[config.mk]
export PLATFORM = sky130hd
export DESIGN_NAME = nibble_serial_accumulator
export DESIGN_NICKNAME = d
export VERILOG_FILES = /design/src/rtl/nibble_serial_accumulator_pkg.sv /design/src/rtl/nibble_add4.sv /design/src/rtl/nibble_serial_accumulator.sv
export SDC_FILE = /design/constraint.sdc
export NUM_CORES = 1
export LEC_CHECK = 0
export CELL_PAD_IN_SITES_DETAIL_PLACEMENT = 0
export CELL_PAD_IN_SITES_GLOBAL_PLACEMENT = 2
export CORE_MARGIN = 2
export CORE_UTILIZATION = 26
export CTS_CLUSTER_DIAMETER = 120
export DETAILED_ROUTE_END_ITERATION = 6
export PLACE_DENSITY_LB_ADDON = 0.1
export SLEW_MARGIN = 20
export SYNTH_ARGS = -nofsm -noshare
export SYNTH_HDL_FRONTEND = slang
export SYNTH_SLANG_ARGS = --single-unit
export TNS_END_PERCENT = 50
[constraint.sdc]
create_clock -name CLK -period 2.8 [get_ports CLK]
set_input_delay 0.42 -clock CLK [delete_from_list [all_inputs] [get_ports CLK]]
set_output_delay 0.42 -clock CLK [all_outputs]
set_load 0.01 [all_outputs]
[src/rtl/nibble_serial_accumulator_pkg.sv]
// Shared definitions for the nibble-serial accumulator.
//   state_e      : controller state (IDLE / RUN)
//   NIBBLE_W     : width of the single adder slice
//   cnt_width()  : nibble counter width, never below 1 bit
package nibble_serial_accumulator_pkg;

  typedef enum logic {
    IDLE = 1'b0,
    RUN  = 1'b1
  } state_e;

  localparam int NIBBLE_W = 4;

  function automatic int cnt_width(input int nibbles);
    int w;
    w = $clog2(nibbles);
    return (w < 1) ? 1 : w;
  endfunction

endpackage

[src/rtl/nibble_add4.sv]
// 4-bit adder slice with carry in/out; one 74AC283 package.
//   A, B : addends
//   CI   : carry in
//   S    : sum
//   CO   : carry out
// Kept as one 5-bit add so the mapper sees a single adder cell.
module nibble_add4 (
  input  logic [3:0] A,
  input  logic [3:0] B,
  input  logic       CI,
  output logic [3:0] S,
  output logic       CO
);

  assign {CO, S} = {1'b0, A} + {1'b0, B} + {4'b0000, CI};

endmodule

[src/rtl/nibble_serial_accumulator.sv]
// Multi-cycle accumulator: adds a WIDTH-bit operand into ACC one nibble per
// clock through a single 4-bit adder slice plus a carry flop.
//   CLK, RST_N          : clock, synchronous active-low reset
//   IN_VALID/IN_READY   : operand handshake
//   IN_DATA, IN_CLEAR   : operand; clear = load instead of add
//   ACC, ACC_VALID      : accumulator, one-cycle completion strobe
//   OVF                 : carry out of the last completed operation
//   BUSY                : operation in progress
module nibble_serial_accumulator
  import nibble_serial_accumulator_pkg::*;
#(
  parameter int WIDTH = 16
) (
  input  logic             CLK,
  input  logic             RST_N,
  input  logic             IN_VALID,
  output logic             IN_READY,
  input  logic [WIDTH-1:0] IN_DATA,
  input  logic             IN_CLEAR,
  output logic [WIDTH-1:0] ACC,
  output logic             ACC_VALID,
  output logic             OVF,
  output logic             BUSY
);

  localparam int NIBBLES = WIDTH / NIBBLE_W;
  localparam int CNT_W   = cnt_width(NIBBLES);
  localparam logic [CNT_W-1:0] LAST = CNT_W'(NIBBLES - 1);

  if ((WIDTH % NIBBLE_W) != 0 || WIDTH < 8) begin : g_bad_width
    $error("nibble_serial_accumulator: WIDTH must be a multiple of 4 and >= 8");
  end

  state_e           state_q, state_d;
  logic [WIDTH-1:0] acc_q, acc_d;
  logic [WIDTH-1:0] opd_q, opd_d;
  logic             clr_q, clr_d;
  logic             carry_q, carry_d;
  logic [CNT_W-1:0] cnt_q, cnt_d;
  logic             ovf_q, ovf_d;
  logic             acc_valid_q, acc_valid_d;

  logic [NIBBLE_W-1:0] add_a, add_b, add_s;
  logic                add_co;

  assign IN_READY  = RST_N && (state_q == IDLE);
  assign BUSY      = (state_q == RUN);
  assign ACC       = acc_q;
  assign ACC_VALID = acc_valid_q;
  assign OVF       = ovf_q;

  // Select the nibble pair addressed by the counter; a clear operation
  // feeds zero in place of the old accumulator nibble.
  always_comb begin
    add_a = '0;
    add_b = '0;
    for (int n = 0; n < NIBBLES; n++) begin
      if (cnt_q == CNT_W'(n)) begin
        add_a = acc_q[n*NIBBLE_W +: NIBBLE_W];
        add_b = opd_q[n*NIBBLE_W +: NIBBLE_W];
      end
    end
    if (clr_q) add_a = '0;
  end

  nibble_add4 u_add (
    .A  (add_a),
    .B  (add_b),
    .CI (carry_q),
    .S  (add_s),
    .CO (add_co)
  );

  always_comb begin
    state_d     = state_q;
    acc_d       = acc_q;
    opd_d       = opd_q;
    clr_d       = clr_q;
    carry_d     = carry_q;
    cnt_d       = cnt_q;
    ovf_d       = ovf_q;
    acc_valid_d = 1'b0;
    unique case (state_q)
      IDLE: begin
        if (IN_VALID && IN_READY) begin
          opd_d   = IN_DATA;
          clr_d   = IN_CLEAR;
          carry_d = 1'b0;
          cnt_d   = '0;
          state_d = RUN;
        end
      end
      RUN: begin
        // Write the sum back in place; other nibbles hold.
        for (int n = 0; n < NIBBLES; n++) begin
          if (cnt_q == CNT_W'(n)) acc_d[n*NIBBLE_W +: NIBBLE_W] = add_s;
        end
        carry_d = add_co;
        cnt_d   = cnt_q + 1'b1;
        if (cnt_q == LAST) begin
          state_d     = IDLE;
          ovf_d       = add_co;
          acc_valid_d = 1'b1;
          cnt_d       = '0;
        end
      end
      default: state_d = IDLE;
    endcase
  end

  always_ff @(posedge CLK) begin
    if (!RST_N) begin
      state_q     <= IDLE;
      acc_q       <= '0;
      opd_q       <= '0;
      clr_q       <= 1'b0;
      carry_q     <= 1'b0;
      cnt_q       <= '0;
      ovf_q       <= 1'b0;
      acc_valid_q <= 1'b0;
    end else begin
      state_q     <= state_d;
      acc_q       <= acc_d;
      opd_q       <= opd_d;
      clr_q       <= clr_d;
      carry_q     <= carry_d;
      cnt_q       <= cnt_d;
      ovf_q       <= ovf_d;
      acc_valid_q <= acc_valid_d;
    end
  end

endmodule

==> flow_metrics.tcl <==
set metrics [dict create \
    outcome "finished, final reports clean" \
    ir_drop_v 0.000160 \
    r2r-start "cnt_q[0]" \
    r2r-end "ACC[6]" \
    hold_path.class "flop to flop" \
    place_congestion 0.711 \
    ctsLongestPathBuffers 2 \
    synth_top_area_share 0.411 \
    rr_worst_depth 12 \
    min_period_ns 2.59 \
    fin_crit_sh 0.925 \
    cts-resized-gates 0 \
    path_max_fanout 5 \
    powerDensity_nw_per_um2 511 \
    hold_depth 2 \
    grt_overflow 0 \
    use_met2 0.241 \
    portBuffers 39 \
    initial_core_util 0.265 \
    setup_tns_ns 0 \
    fmax_ghz 0.386 \
    crit_slowest_cell "fa_1" \
    synth_top_area_cell "dfxtp_1" \
    row_count 31 \
    insertion_delay_ns 0.29 \
    crit_path_end_kind "flop" \
    grt_pass1_wl_um 8410 \
    area_growth_pct 34.8 \
    fp.dieW_um 89.5 \
    cts_buffers 5 \
    ff2ff_setup_slack_ns 0.21 \
    slew_violations 0 \
    setup_viol 0 \
    synth_fp_nets 275 \
    maxSlewHeadroom 0.602 \
    rsz0062_at_grt "no" \
    maxCapViolCount 0 \
    critPathKind "flop to flop" \
    synthMostInstantiatedCell "nand2_1" \
    drc 0 \
    postCtsHoldBufs 0 \
    finalPower_mw 1.31 \
    hold_path_end "opd_q[10]" \
    synth_top_cells_by_area "dfxtp_1 41%, nand2_1 9.1%, a21oi_1 6.1%, nor2_1 5.1%, nand3_1 4.7%" \
    path_depth 12 \
    core_area_um2 7180 \
    required_ns 2.99 \
    grt_pass1_vias 1731 \
    path_clk_slew_ns 0.08 \
    synth_ff_type "dfxtp_1" \
    drt-total-wl_um 5170 \
    grt_busiest_layer "met2" \
    yosys-top-cells-count "46 x nand2_1, 39 x dfxtp_1, 26 x nor2_1, 23 x a21oi_1, 18 x nand3_1" \
    cts-htree-levels 2 \
    worst_pin_slew_ns 0.597 \
    worstPathArrival_ns 2.78 \
    synth-seq-cells 39 \
    postCtsSetupBuffers 0 \
    drive_above_1_share 0.0966 \
    grt_use_total 0.138 \
    pin_count 40 \
    wl_per_cell_um 13.3 \
    synth.avg_cell_area_um2 7.73 \
    startpoint_type "flop" \
    ant_nets 0 \
    die_area_um2 8010 \
    grt_max_degree 27 \
    finalHoldViolCount 0 \
    hp-start "opd_q[10]" \
    antenna_found_initial 0 \
    cts_root_buffer "clkbuf_8" \
    cp_cell_sequence "inv_1, ha_1, a21oi_1, a22oi_1, or2_2, fa_1, fa_2, xor2_1, buf_4, nor2_1, a21oi_1, nor2_1" \
    p_leak_nw 0.973 \
    cpPeakStageDelay_ns 0.44 \
    insertedDiodeCount 0 \
    dr.pass1.iters 4 \
    fp.dieH_um 89.5 \
    async_reset_ff_frac 0 \
    synth_warnings 0 \
    cts_tree "built" \
    synth.distinct_cells 33 \
    syn_inst 246 \
    holdWs_ns 0.449 \
    nets 318 \
    vias_per_cell 4.57 \
    num_vias 1776 \
    global_route.usage.met3 0.0369 \
    cts.sinks 39 \
    crit_buf_inv 2 \
    skew_ns 0.00464 \
    syn_area_um2 1900 \
    grt.met1_usage 0.168 \
    dp_hpwl_um 3840 \
    drt-initial-drc-count 32 \
    yosysSeqAreaShare 0.411 \
    cp_top_family "adder cells" \
    synth-edff-count 0 \
]
-- layout make-up --
| class | instances | area (um^2) |
|---|---|---|
| fillers | 794 | 4610 |
| repair buffers | 54 | 503 |
| multi-input cells | 177 | 992 |
| inverters | 12 | 45.0 |
| clock inverters | 2 | 35.0 |
| flip-flops and latches | 39 | 782 |
| well taps | 99 | 124 |
| clock buffers | 6 | 82.6 |
-- worst reg2reg max path, cell delays in order, from the launching register on --
cell	delay, ns
dfxtp_2	0.37
inv_1	0.07
ha_1	0.24
a21oi_1	0.15
a22oi_1	0.07
or2_2	0.29
fa_1	0.44
fa_2	0.37
xor2_1	0.14
buf_4	0.15
nor2_1	0.04
a21oi_1	0.12
nor2_1	0.05
-- cell usage in the layout (no fill, tap or decap), drive strengths merged --
master,count
clkbuf,6
bufinv,1
xor2,1
nand4,4
o31ai,2
and2,4
nand3b,2
nor2,26
nand2b,3
a21boi,1
a31oi,1
ha,7
nand2,46
inv,12
clkinv,1
o311ai,4
o21a,1
fa,2
clkdlybuf4s50,39
and3b,1
or2,2
a21oi,23
a211oi,9
nor2b,1
nand3,18
o21ai,11
a22oi,5
dfxtp,39
buf,15
nor3,2
a22o,1
-- metrics by stage --
step / cell area, um^2 / util / worst slack, ns / instances
final: 2560 / 0.357 / 0.209 / 389
after global routing: 2560 / 0.357 / 0.0369 / 389
after CTS: 2560 / 0.357 / 0.0915 / 389
after detailed placement: 2440 / 0.340 / 0.103 / 381
after global placement: 2440 / 0.340 / 0.136 / 381
after floorplan: 1900 / - / 0.178 / 246
-- per-layer routing --
metal / vias to the layer above / routed length, um
met4: 0 / 70
li1: 917 / -
met1: 817 / 2430
met5: - / 0
met3: 9 / 193
met2: 33 / 2470
-- registers in the layout, indices dropped and copies added, names as in the netlist --
name and flops:
ACC_VALID 1, carry_q 1, cnt_q 2, OVF 1
opd_q 16, clr_q 1, ACC 16, BUSY 1
-- where the power goes --
part	switching [mW]	leakage [nW]	internal (mW)
logic	0.111	0.593	0.102
clock network	0.207	0.0612	0.289
registers	0.0204	0.318	0.580
-- worst max-delay path by stage --
| stage | startpoint | to | slack, ns |
|---|---|---|---|
| finish | cnt_q[0] | ACC[6] | 0.21 |
| global route | cnt_q[1] | ACC[7] | 0.04 |
| CTS | cnt_q[0] | ACC[10] | 0.09 |
| detailed placement | cnt_q[0] | ACC[6] | 0.10 |
| global placement | cnt_q[0] | ACC[6] | 0.14 |
| floorplan | cnt_q[0] | ACC[14] | 0.18 |
-- kinds of logic after synthesis --
family / synth area share
fa+ha+maj: 0.0671
buf+inv: 0.0691
compound gates: 0.193
simple gates: 0.255
flops: 0.411
xor+xnor: 0.00461
Power figures use the tool's default switching activity.
